--- src/rtl/muldiv_seq.sv ---
// muldiv_seq: sequential MIPS-style multiply/divide unit that owns HI/LO.
// Division is restoring radix-2, one quotient bit per cycle, with the sign
// applied in a separate FIX cycle. Multiply is single-cycle by default.
// Optional build macro: MULDIV_ITER_MUL_EN selects a 32-cycle shift-add
// multiplier that reuses the divider's 64-bit {rem,quo} register pair.
module muldiv_seq (
    input  logic        clk,
    input  logic        rst,
    input  logic        validE,
    input  logic [2:0]  opE,
    input  logic [31:0] srcaE,
    input  logic [31:0] srcbE,
    input  logic        flushE,
    output logic        stall_muldivE,
    output logic [31:0] hi,
    output logic [31:0] lo,
    output logic        busy
);
    typedef enum logic [2:0] {S_IDLE, S_MUL, S_DIV, S_FIX, S_DONE} state_t;

    state_t      r_state, w_next;
    logic [4:0]  r_cnt;
    logic [31:0] r_a, r_b, r_srca, r_rem, r_quo, r_hi, r_lo;
    logic        r_neg_q, r_neg_r, r_is_div;

    logic        w_accept, w_sgn, w_is_mul, w_ge;
    logic [31:0] w_mag_a, w_mag_b;
    logic [32:0] w_pr;
    logic [63:0] w_fix;

    // Signed ops work on magnitudes; sign is re-applied at the end
    assign w_sgn    = (opE == 3'd1) || (opE == 3'd3);
    assign w_is_mul = (opE == 3'd1) || (opE == 3'd2);
    assign w_mag_a  = (w_sgn && srcaE[31]) ? -srcaE : srcaE;
    assign w_mag_b  = (w_sgn && srcbE[31]) ? -srcbE : srcbE;
    assign w_accept = (r_state == S_IDLE) && validE && !flushE &&
                      (opE >= 3'd1) && (opE <= 3'd4);

    assign stall_muldivE = w_accept || (r_state == S_MUL) ||
                           (r_state == S_DIV) || (r_state == S_FIX);
    assign busy = (r_state != S_IDLE);
    assign hi   = r_hi;
    assign lo   = r_lo;

    // One restoring-division step: shift in next dividend bit, try subtract
    assign w_pr = {r_rem, r_quo[31]};
    assign w_ge = (w_pr >= {1'b0, r_b});

    // Final sign fix-up; divide-by-zero bypasses it and returns fixed values
    always_comb begin
        w_fix = {r_rem, r_quo};
        if (r_is_div) begin
            if (r_b == 32'd0)
                w_fix = {r_srca, 32'hFFFF_FFFF};
            else
                w_fix = {(r_neg_r ? -r_rem : r_rem), (r_neg_q ? -r_quo : r_quo)};
        end else if (r_neg_q) begin
            w_fix = -{r_rem, r_quo};
        end
    end

`ifdef MULDIV_ITER_MUL_EN
    logic [32:0] w_sum;
    // Shift-add step: add multiplicand when multiplier LSB is set, shift right
    assign w_sum = {1'b0, r_rem} + (r_quo[0] ? {1'b0, r_a} : 33'd0);
`else
    logic [63:0] w_prod, w_mulres;
    // Single-cycle product with sign applied in the same cycle
    assign w_prod   = {32'd0, r_a} * {32'd0, r_b};
    assign w_mulres = r_neg_q ? -w_prod : w_prod;
`endif

    // State register
    always_ff @(posedge clk or posedge rst) begin
        if (rst) r_state <= S_IDLE;
        else     r_state <= w_next;
    end

    // Next-state logic; flush abandons any in-flight operation
    always_comb begin
        w_next = r_state;
        case (r_state)
            S_IDLE: if (w_accept) w_next = w_is_mul ? S_MUL : S_DIV;
`ifdef MULDIV_ITER_MUL_EN
            S_MUL:  if (flushE) w_next = S_IDLE;
                    else if (r_cnt == 5'd31) w_next = S_FIX;
`else
            S_MUL:  w_next = flushE ? S_IDLE : S_DONE;
`endif
            S_DIV:  if (flushE) w_next = S_IDLE;
                    else if (r_cnt == 5'd31) w_next = S_FIX;
            S_FIX:  w_next = flushE ? S_IDLE : S_DONE;
            S_DONE: w_next = S_IDLE;
            default: w_next = S_IDLE;
        endcase
    end

    // Operand latch, iteration datapath and HI/LO writes
    always_ff @(posedge clk or posedge rst) begin
        if (rst) begin
            r_cnt <= '0; r_a <= '0; r_b <= '0; r_srca <= '0;
            r_rem <= '0; r_quo <= '0; r_hi <= '0; r_lo <= '0;
            r_neg_q <= 1'b0; r_neg_r <= 1'b0; r_is_div <= 1'b0;
        end else begin
            if (w_accept) begin
                r_a      <= w_mag_a;
                r_b      <= w_mag_b;
                r_srca   <= srcaE;
                r_neg_q  <= w_sgn && (srcaE[31] ^ srcbE[31]);
                r_neg_r  <= w_sgn && srcaE[31];
                r_is_div <= !w_is_mul;
                r_cnt    <= '0;
                r_rem    <= '0;
                // quo holds the dividend for divide, the multiplier for multiply
                r_quo    <= w_is_mul ? w_mag_b : w_mag_a;
            end else if (r_state == S_DIV) begin
                r_rem <= w_ge ? 32'(w_pr - {1'b0, r_b}) : w_pr[31:0];
                r_quo <= {r_quo[30:0], w_ge};
                r_cnt <= r_cnt + 5'd1;
            end
`ifdef MULDIV_ITER_MUL_EN
            else if (r_state == S_MUL) begin
                r_rem <= w_sum[32:1];
                r_quo <= {w_sum[0], r_quo[31:1]};
                r_cnt <= r_cnt + 5'd1;
            end
`else
            if (r_state == S_MUL && !flushE) {r_hi, r_lo} <= w_mulres;
`endif
            if (r_state == S_FIX && !flushE) {r_hi, r_lo} <= w_fix;
            if (r_state == S_IDLE && validE && opE == 3'd5) r_hi <= srcaE;
            if (r_state == S_IDLE && validE && opE == 3'd6) r_lo <= srcaE;
        end
    end
endmodule

--- config.mk ---
export PLATFORM = sky130hd
export DESIGN_NAME = muldiv_seq
export DESIGN_NICKNAME = d
export VERILOG_FILES = /design/src/rtl/muldiv_seq.sv
export SDC_FILE = /design/constraint.sdc
export NUM_CORES = 2
export LEC_CHECK = 0
export BUFFER_PORTS_ARGS = -buffer_cell sky130_fd_sc_hd__clkbuf_2
export CORE_MARGIN = 3
export CORE_UTILIZATION = 60
export DETAILED_ROUTE_END_ITERATION = 12
export PLACE_DENSITY = 0.83
export SYNTH_ARGS = -nofsm -noshare
export SYNTH_HDL_FRONTEND = slang
export SYNTH_SLANG_ARGS = --single-unit
--- constraint.sdc ---
create_clock -name clk -period 14.7 [get_ports clk]
set_input_delay 1.47 -clock clk [delete_from_list [all_inputs] [get_ports clk]]
set_output_delay 1.47 -clock clk [all_outputs]
set_load 0.01 [all_outputs]
==> results.json <==
{
  "grt_max_degree": 108,
  "worst_hold_startpoint": "r_srca[24]$_DFFE_PP0P_",
  "remaining_drc_errors": 0,
  "clock_latency_ns": 0.60,
  "synth_adder_area_share": 0.424,
  "detailedRoute.firstPassIterationCount": 6,
  "r2r_end": "hi[21]$_DFFE_PP0P_",
  "critPathMostFrequentCell": "sky130_fd_sc_hd__fa_1",
  "mappedNetlistNets": 7373,
  "cts_made_buffers": 28,
  "synth_cells": 6103,
  "synth.yosys.warnings": 0,
  "final-hold-violation-count": 0,
  "synth-simple-area-share": 0.204,
  "max_cap_viol_count": 0,
  "reg2reg_depth": 29,
  "initial_core_util": 0.610,
  "timing.critical_path.required_ns": 15.15,
  "timing.setup.critical_path_class": "flip-flop to flip-flop",
  "cts_resized": 0,
  "rsz0062_at_grt": "false",
  "die_area_mm2": 0.0890,
  "drv_slew": 0,
  "crit-reg2reg-launch": "r_a[11]$_DFFE_PP0P_",
  "routed-wl-met3_mm": 18.2,
  "critical_path_peak_fanout": 33,
  "clkSlewWorstSetupHoldPaths_ns": 0.07,
  "routabilityCongestion": 1.07,
  "drt_wl_total_mm": 162,
  "xor_xnor_share_of_the_synthesized_area": 0.0444,
  "number_of_antenna_violations_at_the_first_check_in_global_routing": 6,
  "worst-slew-pin-transition_ns": 1.29,
  "io-pin-count": 137,
  "critPathSlowestCell": "sky130_fd_sc_hd__dfrtp_1",
  "flops_latches_synth": 234,
  "post_synth.cell_area_avg_um2": 8.40,
  "synth-seq-area-share": 0.114,
  "worst-endpoint-arrival_ns": 10.92,
  "final_cell_mix": "sky130_fd_sc_hd__nand2_1 (954), sky130_fd_sc_hd__inv_1 (950), sky130_fd_sc_hd__fa_1 (897)",
  "wl_per_cell_um": 22.7,
  "mostFrequentLayoutCell": "sky130_fd_sc_hd__nand2_1",
  "root_buffer": "sky130_fd_sc_hd__clkbuf_16",
  "dominant_combinational_cell_family_by_area_after_synthesis": "adder cells",
  "met2_length_mm": 73.7,
  "cts_hold_buf": 0,
  "cts_tree": "built",
  "layout.nets": 7241,
  "core_area_mm2": 0.0841,
  "vias": 44100,
  "postSynth.topFlopCell": "sky130_fd_sc_hd__dfrtp_1",
  "groute.usage.overall": 0.368,
  "layout-drive-gt1-share": 0.0529,
  "slew_headroom": 0.138,
  "yosysUniqueCellTypes": 90,
  "via_per_inst": 6.18,
  "post_synth_edffs": 0,
  "cts_num_sinks": 234,
  "cts_post_setup_buffers_inserted": 0,
  "dp_hpwl_mm": 124,
  "fp.dieH_um": 298,
  "finalClockSkew_ns": 0.0347,
  "top_layer": "met4",
  "hold-path-cell-count": 2,
  "worst_hold_path_type": "flip-flop to flip-flop",
  "startpoint_type": "flip-flop",
  "clock_path_buffers": 3,
  "run_status": "finished clean",
  "fin_setup_tns_ns": 0,
  "muxShareOfSynthArea": 0.00376,
  "first_global_vias": 46000,
  "worstSetupStartpoint": "r_a[11]$_DFFE_PP0P_",
  "cp_slowest_stage_delay_ns": 1.18,
  "period_needed_ns": 10.47,
  "detailedRoute.firstIterationViolations": 4500,
  "number_of_fill_cells": 6915,
  "fraction_of_the_mapped_netlist_area_in_compound_gates": 0.112,
  "routedLengthMet1_mm": 59.2,
  "port-buffer-count": 136,
  "die-width_um": 298,
  "areaGrowthSynthToFinish_pct": 4.51,
  "cts_htree_levels": 1,
  "f_max_mhz": 95.6,
  "critical_path.endpoint_type": "flip-flop",
  "setup_viol_count_final": 0,
  "overflow": 0,
  "antenna_left": 0,
  "grt_first_pass_wirelength_mm": 258,
  "timing.final.crit_share": 0.712,
  "placementRows": 106,
  "mappedNetlistArea_mm2": 0.0513,
  "share_of_synthesized_registers_carrying_an_async_set_or_reset": 1.00,
  "worstHoldEndpoint": "r_srca[24]$_DFFE_PP0P_",
  "reg2reg_setup_slack_ns": 4.23
}
-- sequential cells by signal, indices dropped and copies added (netlist names), 3 cells and up --
signal,flops
r_rem,32
r_quo,32
r_cnt,5
r_srca,31
r_state,3
hi,32
lo,32
r_b,32
r_a,32
-- layout make-up --
cell class	count	area (um^2)	share of cell area
multi-input combinational	4532	40400	0.754
sequential	234	5860	0.109
inverter	952	3580	0.0668
tap	1134	1420	0.0265
timing repair buffer	223	1330	0.0249
clock buffer	37	785	0.0146
clock inverter	15	174	0.00325
antenna	6	15.0	0.000280
-- how the worst max path moves through the flow --
stage                                    end  slack, ns
final                     hi[21]$_DFFE_PP0P_       4.23
after global routing      hi[21]$_DFFE_PP0P_       3.72
after CTS                 hi[21]$_DFFE_PP0P_       4.41
after detailed placement  hi[31]$_DFFE_PP0P_       4.52
after global placement    hi[21]$_DFFE_PP0P_       4.79
after floorplan           hi[21]$_DFFE_PP0P_       5.67
-- synthesized netlist by cell type (36+ instances only) --
cell,count,share of area
sky130_fd_sc_hd__xor2_1,94,0.016
sky130_fd_sc_hd__clkbuf_1,369,0.027
sky130_fd_sc_hd__nor3_1,59,0.0058
sky130_fd_sc_hd__o21ai_0,304,0.030
sky130_fd_sc_hd__or3_1,55,0.0067
sky130_fd_sc_hd__nor2_1,195,0.014
sky130_fd_sc_hd__a31oi_1,57,0.0070
sky130_fd_sc_hd__dfrtp_1,234,0.11
sky130_fd_sc_hd__fa_1,897,0.35
sky130_fd_sc_hd__xnor2_1,166,0.028
sky130_fd_sc_hd__a21oi_1,222,0.022
sky130_fd_sc_hd__ha_1,302,0.074
sky130_fd_sc_hd__nand3_1,67,0.0065
sky130_fd_sc_hd__o31ai_1,36,0.0053
sky130_fd_sc_hd__and2_1,601,0.073
sky130_fd_sc_hd__inv_1,951,0.070
sky130_fd_sc_hd__nand2_1,955,0.070
-- stage by stage --
stage / hold slack (ns) / instances / worst slack [ns] / utilization / cell area [um^2]
after floorplan: 0.439 / 6103 / 5.67 / - / 51300
after global placement: 0.454 / 7075 / 4.79 / 0.626 / 52600
after detailed placement: 0.459 / 7075 / 4.52 / 0.626 / 52600
after CTS: 0.474 / 7127 / 4.41 / 0.637 / 53600
after global routing: 0.487 / 7127 / 3.72 / 0.637 / 53600
final: 0.478 / 7133 / 4.23 / 0.637 / 53600
-- logic make-up (layout without fill, tap and decap cells) --
group / Yosys count / count (layout)
and+or+nand+nor: 2136 / 2136
buffers and inverters: 1337 / 1227
adders and majority gates: 1199 / 1199
AOI/OAI and AO/OA: 918 / 918
xor gates and xnor gates: 260 / 260
DFF: 234 / 234
muxes: 19 / 19
other: 0 / 6
-- routing by layer --
metal	global-route usage	up-vias
li1	-	19000
met1	0.473	21800
met2	0.583	2676
met3	0.0834	632
met4	0.199	0
met5	0	-
-- critical path: cells and delay by family (launching register included) --
kind | cells | cell delay [ns]
xor+xnor | 1 | 0.19
buf+inv | 6 | 0.33
simple gates | 8 | 2.75
flops | 1 | 1.18
fa+ha+maj | 9 | 4.54
compound gates | 5 | 1.29
Power is left out: the tool's default activity adds up to more than one toggle a clock period on the data nets, which glitch-free logic cannot reach.
